===== config.mk =====
export PLATFORM = sky130hd
export DESIGN_NAME = rf_port_arbiter
export DESIGN_NICKNAME = d
export VERILOG_FILES = /design/src/rtl/rf_arb_pkg.sv /design/src/rtl/rf_dbg_wfifo.sv /design/src/rtl/rf_port_arbiter.sv
export SDC_FILE = /design/constraint.sdc
export NUM_CORES = 1
export LEC_CHECK = 0
export ABC_AREA = 1
export CORE_MARGIN = 2
export CORE_UTILIZATION = 40
export CTS_CLUSTER_DIAMETER = 200
export DETAILED_ROUTE_END_ITERATION = 8
export GPL_TIMING_DRIVEN = 0
export PLACE_DENSITY = 0.77
export SYNTH_ARGS = -nofsm -noshare
export SYNTH_HDL_FRONTEND = slang
export SYNTH_SLANG_ARGS = --single-unit

===== constraint.sdc =====
create_clock -name clk -period 5.4 [get_ports clk]
set_clock_uncertainty 0.2 [all_clocks]
set_input_delay 1.62 -clock clk [delete_from_list [all_inputs] [get_ports clk]]
set_output_delay 1.62 -clock clk [all_outputs]
set_load 0.05 [all_outputs]

===== src/rtl/rf_arb_pkg.sv =====
// rf_arb_pkg: shared definitions for the register-file port arbiter.
//   - RF_ADDR_W / RF_DATA_W : default register address / data widths
//   - REG_ZERO / REG_SP / REG_GP : architectural register numbers x0, x2, x3
//   - rd_state_e : debug-read sequencer states
package rf_arb_pkg;

  localparam int RF_ADDR_W = 5;
  localparam int RF_DATA_W = 32;

  localparam int REG_ZERO = 0;
  localparam int REG_SP   = 2;
  localparam int REG_GP   = 3;

  typedef enum logic [1:0] {
    RD_IDLE   = 2'd0,
    RD_DRAIN  = 2'd1,
    RD_SAMPLE = 2'd2,
    RD_DONE   = 2'd3
  } rd_state_e;

endpackage


===== src/rtl/rf_dbg_wfifo.sv =====
// rf_dbg_wfifo: small synchronous FIFO holding queued debug register writes.
// Ports:
//   clk, rstn        : clock (posedge), asynchronous active-low reset
//   push, push_data  : enqueue request; ignored while full
//   pop              : dequeue request; ignored while empty
//   full, empty      : occupancy flags (registered state, no lookahead)
//   head             : oldest entry, valid while !empty
// DEPTH must be a power of two so the pointers wrap naturally.
module rf_dbg_wfifo #(
  parameter int DEPTH = 2,
  parameter int WIDTH = 37
) (
  input  logic             clk,
  input  logic             rstn,
  input  logic             push,
  input  logic [WIDTH-1:0] push_data,
  input  logic             pop,
  output logic             full,
  output logic             empty,
  output logic [WIDTH-1:0] head
);

  localparam int PTR_W = (DEPTH > 1) ? $clog2(DEPTH) : 1;
  localparam int CNT_W = $clog2(DEPTH + 1);
  localparam logic [CNT_W-1:0] DEPTH_C = CNT_W'(DEPTH);

  logic [WIDTH-1:0] mem_q [DEPTH];
  logic [PTR_W-1:0] wr_ptr_q, rd_ptr_q;
  logic [CNT_W-1:0] cnt_q;
  logic             push_ok, pop_ok;

  assign full    = (cnt_q == DEPTH_C);
  assign empty   = (cnt_q == '0);
  assign head    = mem_q[rd_ptr_q];
  // Fullness is judged at cycle start: a pop in the same cycle does not
  // make room for a push until the next cycle.
  assign push_ok = push && !full;
  assign pop_ok  = pop && !empty;

  // Storage needs no reset; only entries behind the pointers are ever read.
  always_ff @(posedge clk) begin
    if (push_ok) mem_q[wr_ptr_q] <= push_data;
  end

  always_ff @(posedge clk or negedge rstn) begin
    if (!rstn) begin
      wr_ptr_q <= '0;
      rd_ptr_q <= '0;
      cnt_q    <= '0;
    end else begin
      if (push_ok) wr_ptr_q <= wr_ptr_q + 1'b1;
      if (pop_ok)  rd_ptr_q <= rd_ptr_q + 1'b1;
      if (push_ok && !pop_ok)      cnt_q <= cnt_q + 1'b1;
      else if (pop_ok && !push_ok) cnt_q <= cnt_q - 1'b1;
    end
  end

endmodule


===== src/rtl/rf_port_arbiter.sv =====
// rf_port_arbiter: shares the RF write port and read port ra2 between core
// writeback and the debug unit.
// Ports:
//   clk, rstn                    : clock, asynchronous active-low reset
//   wb_we/wb_wa/wb_wd            : core writeback (always wins, zero latency)
//   dbg_wr_valid/ready/addr/data : debug write request (queued in a FIFO)
//   dbg_rd_valid/ready/addr      : debug read request
//   dbg_rd_data, dbg_rd_done     : read result and one-cycle completion pulse
//   core_stall                   : asks the core to idle so the FIFO drains
//   rf_we/rf_wa/rf_wd            : RF write port
//   rf_ra2, rf_rd2               : RF third read port
//   dbg_wr_err                   : only with RF_ARB_PROTECT_EN; pulses when a
//                                  debug write to x2/x3 is discarded
// Optional feature macro: RF_ARB_PROTECT_EN (protects x2/x3 from debug writes).
module rf_port_arbiter
  import rf_arb_pkg::*;
#(
  parameter int QDEPTH     = 2,
  parameter int STARVE_MAX = 4,
  parameter int ADDR_W     = RF_ADDR_W,
  parameter int DATA_W     = RF_DATA_W
) (
  input  logic              clk,
  input  logic              rstn,
  input  logic              wb_we,
  input  logic [ADDR_W-1:0] wb_wa,
  input  logic [DATA_W-1:0] wb_wd,
  input  logic              dbg_wr_valid,
  output logic              dbg_wr_ready,
  input  logic [ADDR_W-1:0] dbg_wr_addr,
  input  logic [DATA_W-1:0] dbg_wr_data,
  input  logic              dbg_rd_valid,
  output logic              dbg_rd_ready,
  input  logic [ADDR_W-1:0] dbg_rd_addr,
  output logic [DATA_W-1:0] dbg_rd_data,
  output logic              dbg_rd_done,
  output logic              core_stall,
  output logic              rf_we,
  output logic [ADDR_W-1:0] rf_wa,
  output logic [DATA_W-1:0] rf_wd,
  output logic [ADDR_W-1:0] rf_ra2,
  input  logic [DATA_W-1:0] rf_rd2
`ifdef RF_ARB_PROTECT_EN
  ,
  output logic              dbg_wr_err
`endif
);

`ifdef RF_ARB_PROTECT_EN
  localparam bit PROTECT_EN = 1'b1;
`else
  localparam bit PROTECT_EN = 1'b0;
`endif

  localparam int SW = $clog2(STARVE_MAX + 1);
  localparam logic [SW-1:0]     STARVE_TOP = SW'(STARVE_MAX);
  localparam logic [SW-1:0]     STARVE_ARM = SW'(STARVE_MAX - 1);
  localparam logic [ADDR_W-1:0] A_ZERO     = ADDR_W'(REG_ZERO);
  localparam logic [ADDR_W-1:0] A_SP       = ADDR_W'(REG_SP);
  localparam logic [ADDR_W-1:0] A_GP       = ADDR_W'(REG_GP);

  logic                     fifo_full, fifo_empty, fifo_push, fifo_pop;
  logic [ADDR_W+DATA_W-1:0] fifo_head;
  logic                     wr_accept, wr_protected, slot_busy;
  logic [SW-1:0]            starve_q, starve_d;
  logic                     stall_q, stall_d;
  rd_state_e                state_q, state_d;
  logic [ADDR_W-1:0]        raddr_q, raddr_d;
  logic [DATA_W-1:0]        rdata_q, rdata_d;

  // ---------------- debug write queue ----------------
  assign dbg_wr_ready = !fifo_full;
  assign wr_accept    = dbg_wr_valid && !fifo_full;
  assign wr_protected = PROTECT_EN && ((dbg_wr_addr == A_SP) || (dbg_wr_addr == A_GP));
  // x0 and protected writes complete the handshake but are never queued.
  assign fifo_push    = wr_accept && (dbg_wr_addr != A_ZERO) && !wr_protected;

  rf_dbg_wfifo #(
    .DEPTH (QDEPTH),
    .WIDTH (ADDR_W + DATA_W)
  ) u_wfifo (
    .clk       (clk),
    .rstn      (rstn),
    .push      (fifo_push),
    .push_data ({dbg_wr_addr, dbg_wr_data}),
    .pop       (fifo_pop),
    .full      (fifo_full),
    .empty     (fifo_empty),
    .head      (fifo_head)
  );

  // ---------------- write slot ----------------
  // A core write to x0 is a no-op, so it leaves the slot free for the queue.
  assign slot_busy = wb_we && (wb_wa != A_ZERO);
  assign fifo_pop  = !slot_busy && !fifo_empty;

  always_comb begin
    rf_we = 1'b0;
    rf_wa = wb_wa;
    rf_wd = wb_wd;
    if (slot_busy) begin
      rf_we = rstn;
    end else if (!fifo_empty) begin
      rf_we          = rstn;
      {rf_wa, rf_wd} = fifo_head;
    end
  end

  // ---------------- starvation / stall ----------------
  always_comb begin
    starve_d = starve_q;
    if (fifo_empty || fifo_pop)    starve_d = '0;
    else if (starve_q != STARVE_TOP) starve_d = starve_q + 1'b1;
    // Once raised, the stall holds until the queue actually makes progress.
    stall_d = !fifo_pop && ((!fifo_empty && (starve_q == STARVE_ARM)) || stall_q);
  end

  assign core_stall = stall_q;

  // ---------------- debug read sequencer ----------------
  always_comb begin
    state_d      = state_q;
    raddr_d      = raddr_q;
    rdata_d      = rdata_q;
    dbg_rd_ready = 1'b0;
    dbg_rd_done  = 1'b0;
    rf_ra2       = '0;
    case (state_q)
      RD_IDLE: begin
        dbg_rd_ready = 1'b1;
        if (dbg_rd_valid) begin
          raddr_d = dbg_rd_addr;
          state_d = fifo_empty ? RD_SAMPLE : RD_DRAIN;
        end
      end
      // Older queued writes must land before the read is coherent.
      RD_DRAIN: begin
        if (fifo_empty) state_d = RD_SAMPLE;
      end
      RD_SAMPLE: begin
        rf_ra2 = raddr_q;
        // Bypass the write landing this very cycle, which the RF read misses.
        if (raddr_q == A_ZERO)                    rdata_d = '0;
        else if (rf_we && (rf_wa == raddr_q))     rdata_d = rf_wd;
        else                                      rdata_d = rf_rd2;
        state_d = RD_DONE;
      end
      RD_DONE: begin
        dbg_rd_done = 1'b1;
        state_d     = RD_IDLE;
      end
      default: state_d = RD_IDLE;
    endcase
  end

  assign dbg_rd_data = rdata_q;

  always_ff @(posedge clk or negedge rstn) begin
    if (!rstn) begin
      starve_q <= '0;
      stall_q  <= 1'b0;
      state_q  <= RD_IDLE;
      raddr_q  <= '0;
      rdata_q  <= '0;
    end else begin
      starve_q <= starve_d;
      stall_q  <= stall_d;
      state_q  <= state_d;
      raddr_q  <= raddr_d;
      rdata_q  <= rdata_d;
    end
  end

`ifdef RF_ARB_PROTECT_EN
  logic err_q;
  always_ff @(posedge clk or negedge rstn) begin
    if (!rstn) err_q <= 1'b0;
    else       err_q <= wr_accept && wr_protected;
  end
  assign dbg_wr_err = err_q;
`endif

endmodule


==> flow_summary.yaml <==
outcome:
  status: "complete, no violations"
timing:
  period_share_pct: 99.0
  maxSlewViolCount: 0
  min_period_ns: 5.35
  tightest_slew_ns: 0.568
  hold_viol: 0
  rsz0062_at_grt: "yes"
  relSlewSlack_pct: 62.1
  fmaxAchievable_ghz: 0.187
  setup_viol: 0
  setup_ws_ns: 0.0519
hold_path:
  min_path_type: "reg -> reg"
  hold_end: "dbg_rd_data[24]"
  holdPathStages: 2
  hp-start: "dbg_rd_data[24]"
placed_design:
  dp_hpwl_um: 13000
  io_buffers: 193
  dp_slack_ns: -0.646
  place_area_um2: 8310
  place_inst: 1031
  finalWeightedCongestion: 0.950
die:
  die_x_um: 127
  coreArea_um2: 15000
  io-pin-count: 195
  rows: 45
  start_util_pct: 40.4
  die_area_um2: 16200
  die_h_um: 127
yosys:
  synth.distinct_cells: 36
  syn_nets: 771
  synth_top_area_share_pct: 36.6
  synth.most_common_cell: "nand2_1"
  yosys_most_used_dff: "edfxtp_1"
  netlist_instances: 647
  synth_seq_area_share_pct: 55.9
  synth-edff-count: 74
  yosysTopAreaCell: "edfxtp_1"
  synthArstFlopShare_pct: 38.8
  avgSynthCellArea_um2: 9.39
  synth_warnings: 0
  syn-cell-area_um2: 6080
  synth-seq-cells: 121
  synth_common_cells: "183 x nand2_1, 93 x inv_1, 90 x nand3_1, 74 x edfxtp_1, 47 x dfrtp_1"
  yosys-top-cells-area: "edfxtp_1 37%, dfrtp_1 19%, nand2_1 11%"
clocking:
  htreeDepth: 4
  cts_buffer_depth: 2
  clock_latency_ns: 0.41
  clk_pin_slew_ns: 0.06
  cts_tree: "done"
  numClockSinks: 121
  cts_buffers: 17
  ctsHoldBuffers: 0
  cts-root-buf: "clkbuf_16"
drt:
  drtPass1Iterations: 5
  ant_nets: 0
  drc: 0
  routed_wl_um: 17200
  wl_per_cell_um: 16.1
  drtIter0Drc: 316
  vias: 5170
  drt-vias-per-instance: 4.85
layout:
  final_cells: 1067
  drive_gt1_share_pct: 14.6
  fin_area_um2: 8850
  synthToLayoutAreaGrowth_pct: 45.7
  n_antenna_cell: 0
  fin_nets: 990
setup_path:
  r2r_setup_slack_ns: 3.02
  critPathKind: "in -> out"
  start_kind: "input port"
  rr_endpoint: "dbg_rd_data[2]"
  cp_slowest_cell: "clkdlybuf4s50_1"
  cp_common_cell: "buf_2"
  crit_path_max_fanout: 10
  critPathRequiredTime_ns: 3.58
  crit_arrival_ns: 3.53
  end_kind: "output port"
  r2r_start: "u_wfifo.cnt_q[0]"
  r2r_cells: 12
  path_cells: "clkdlybuf4s50_1 > nor2_2 > nand3_4 > nand2_4 > buf_8 > nand2_2 > buf_2 > o21ai_0 > buf_2"
  slowest_delay_ns: 0.50
power:
  power_mw: 5.31
  power.ir.vdd_worst_mv: 0.366
  power_density_nw_per_um2: 600
  power_leakage_nw: 4.09
global_routing:
  antenna_found_initial: 1
  track_usage_pct: 21.6
  grt_max_degree: 38
  grt_pass1_wl_um: 26800
  grt_overflow: 0
  grt_pass1_vias: 5076
flow_run:
  drv_cap: 0
-- placed cells by master (no fill, tap or decap), drive strengths merged, types with 5 or more instances in the layout --
master         instances
nand2                189
clkdlybuf4s50        156
inv                   97
nand3                 95
edfxtp                74
buf                   60
dfrtp                 47
o21ai                 39
mux2i                 32
clkbuf                30
nor2                  18
ha                     8
a21oi                  7
clkinv                 5
-- routing by layer --
| layer | routed length, um | share of wire, % | track usage, % |
|---|---|---|---|
| met3 | 1070 | 6.2 | 5.03 |
| met5 | 0 | 0 | 0 |
| met1 | 7350 | 43 | 28.0 |
| met4 | 374 | 2.2 | 7.69 |
| met2 | 8430 | 49 | 35.9 |
-- where the power goes --
group	switching (mW)	total, mW	internal [mW]
combinational	1.90	2.78	0.886
sequential	0.149	1.45	1.30
clock	0.406	1.08	0.674
total	2.45	5.31	2.86
-- worst max-delay path: cells and delay by family --
kind	cells	cell delay (ns)
and+or+nand+nor	4	0.51
AOI/OAI and AO/OA	1	0.24
buffers and inverters	4	1.16
-- stage by stage --
step	util [%]	setup TNS, ns	hold slack [ns]
after floorplan	-	0	0.286
after global placement	54.8	-19.23	0.262
after detailed placement	55.3	-17.14	0.269
after CTS	58.2	0	0.283
after global routing	58.9	-0.102	0.312
final	58.9	0	0.282
-- final cells by class --
| cell class | count | area (um2) |
|---|---|---|
| Fill cell | 1313 | 6180 |
| Inverter | 95 | 357 |
| Clock buffer | 19 | 433 |
| Buffer | 31 | 214 |
| Sequential cell | 121 | 3400 |
| Clock inverter | 13 | 129 |
| Multi-Input combinational cell | 400 | 2150 |
| Timing Repair Buffer | 200 | 1940 |
| Tap cell | 188 | 235 |
-- state kept, by name (all words and copies together), names as in the netlist --
register and cells:
dbg_rd_data 32, state_q 2, raddr_q 5, u_wfifo.rd_ptr_q 1
starve_q 3, u_wfifo.cnt_q 2, u_wfifo.wr_ptr_q 1, u_wfifo.mem_q 74
core_stall 1
-- worst max path at each step --
stage             start   endpoint  slack (ns)
2_1_floorplan  wb_wa[0]  rf_wd[12]        0.11
3_3_place_gp       rstn      rf_we       -1.45
3_5_place_dp   wb_wa[1]  rf_wd[24]       -0.65
4_1_cts        wb_wa[0]  rf_wd[19]       0.004
5_1_grt        wb_wa[1]   rf_wd[5]       -0.01
6_report       wb_wa[1]   rf_wd[6]        0.05
-- cell families after synthesis --
| logic type | share of synthesized area (%) |
|---|---|
| adder cells (fa/ha/maj) | 1.65 |
| XOR/XNOR | 0.433 |
| flip-flops | 55.9 |
| buffers and inverters | 9.39 |
| AO/OA/AOI/OAI | 4.96 |
| multiplexers | 5.46 |
| AND/OR/NAND/NOR | 22.2 |
-- repair_timing --
action	CTS	global route
pin swaps	0	2
setup buffers	0	4
setup endpoints to repair	36	33
resized for setup	188	43
gates cloned	0	0
(Power assumes the default switching activity.)
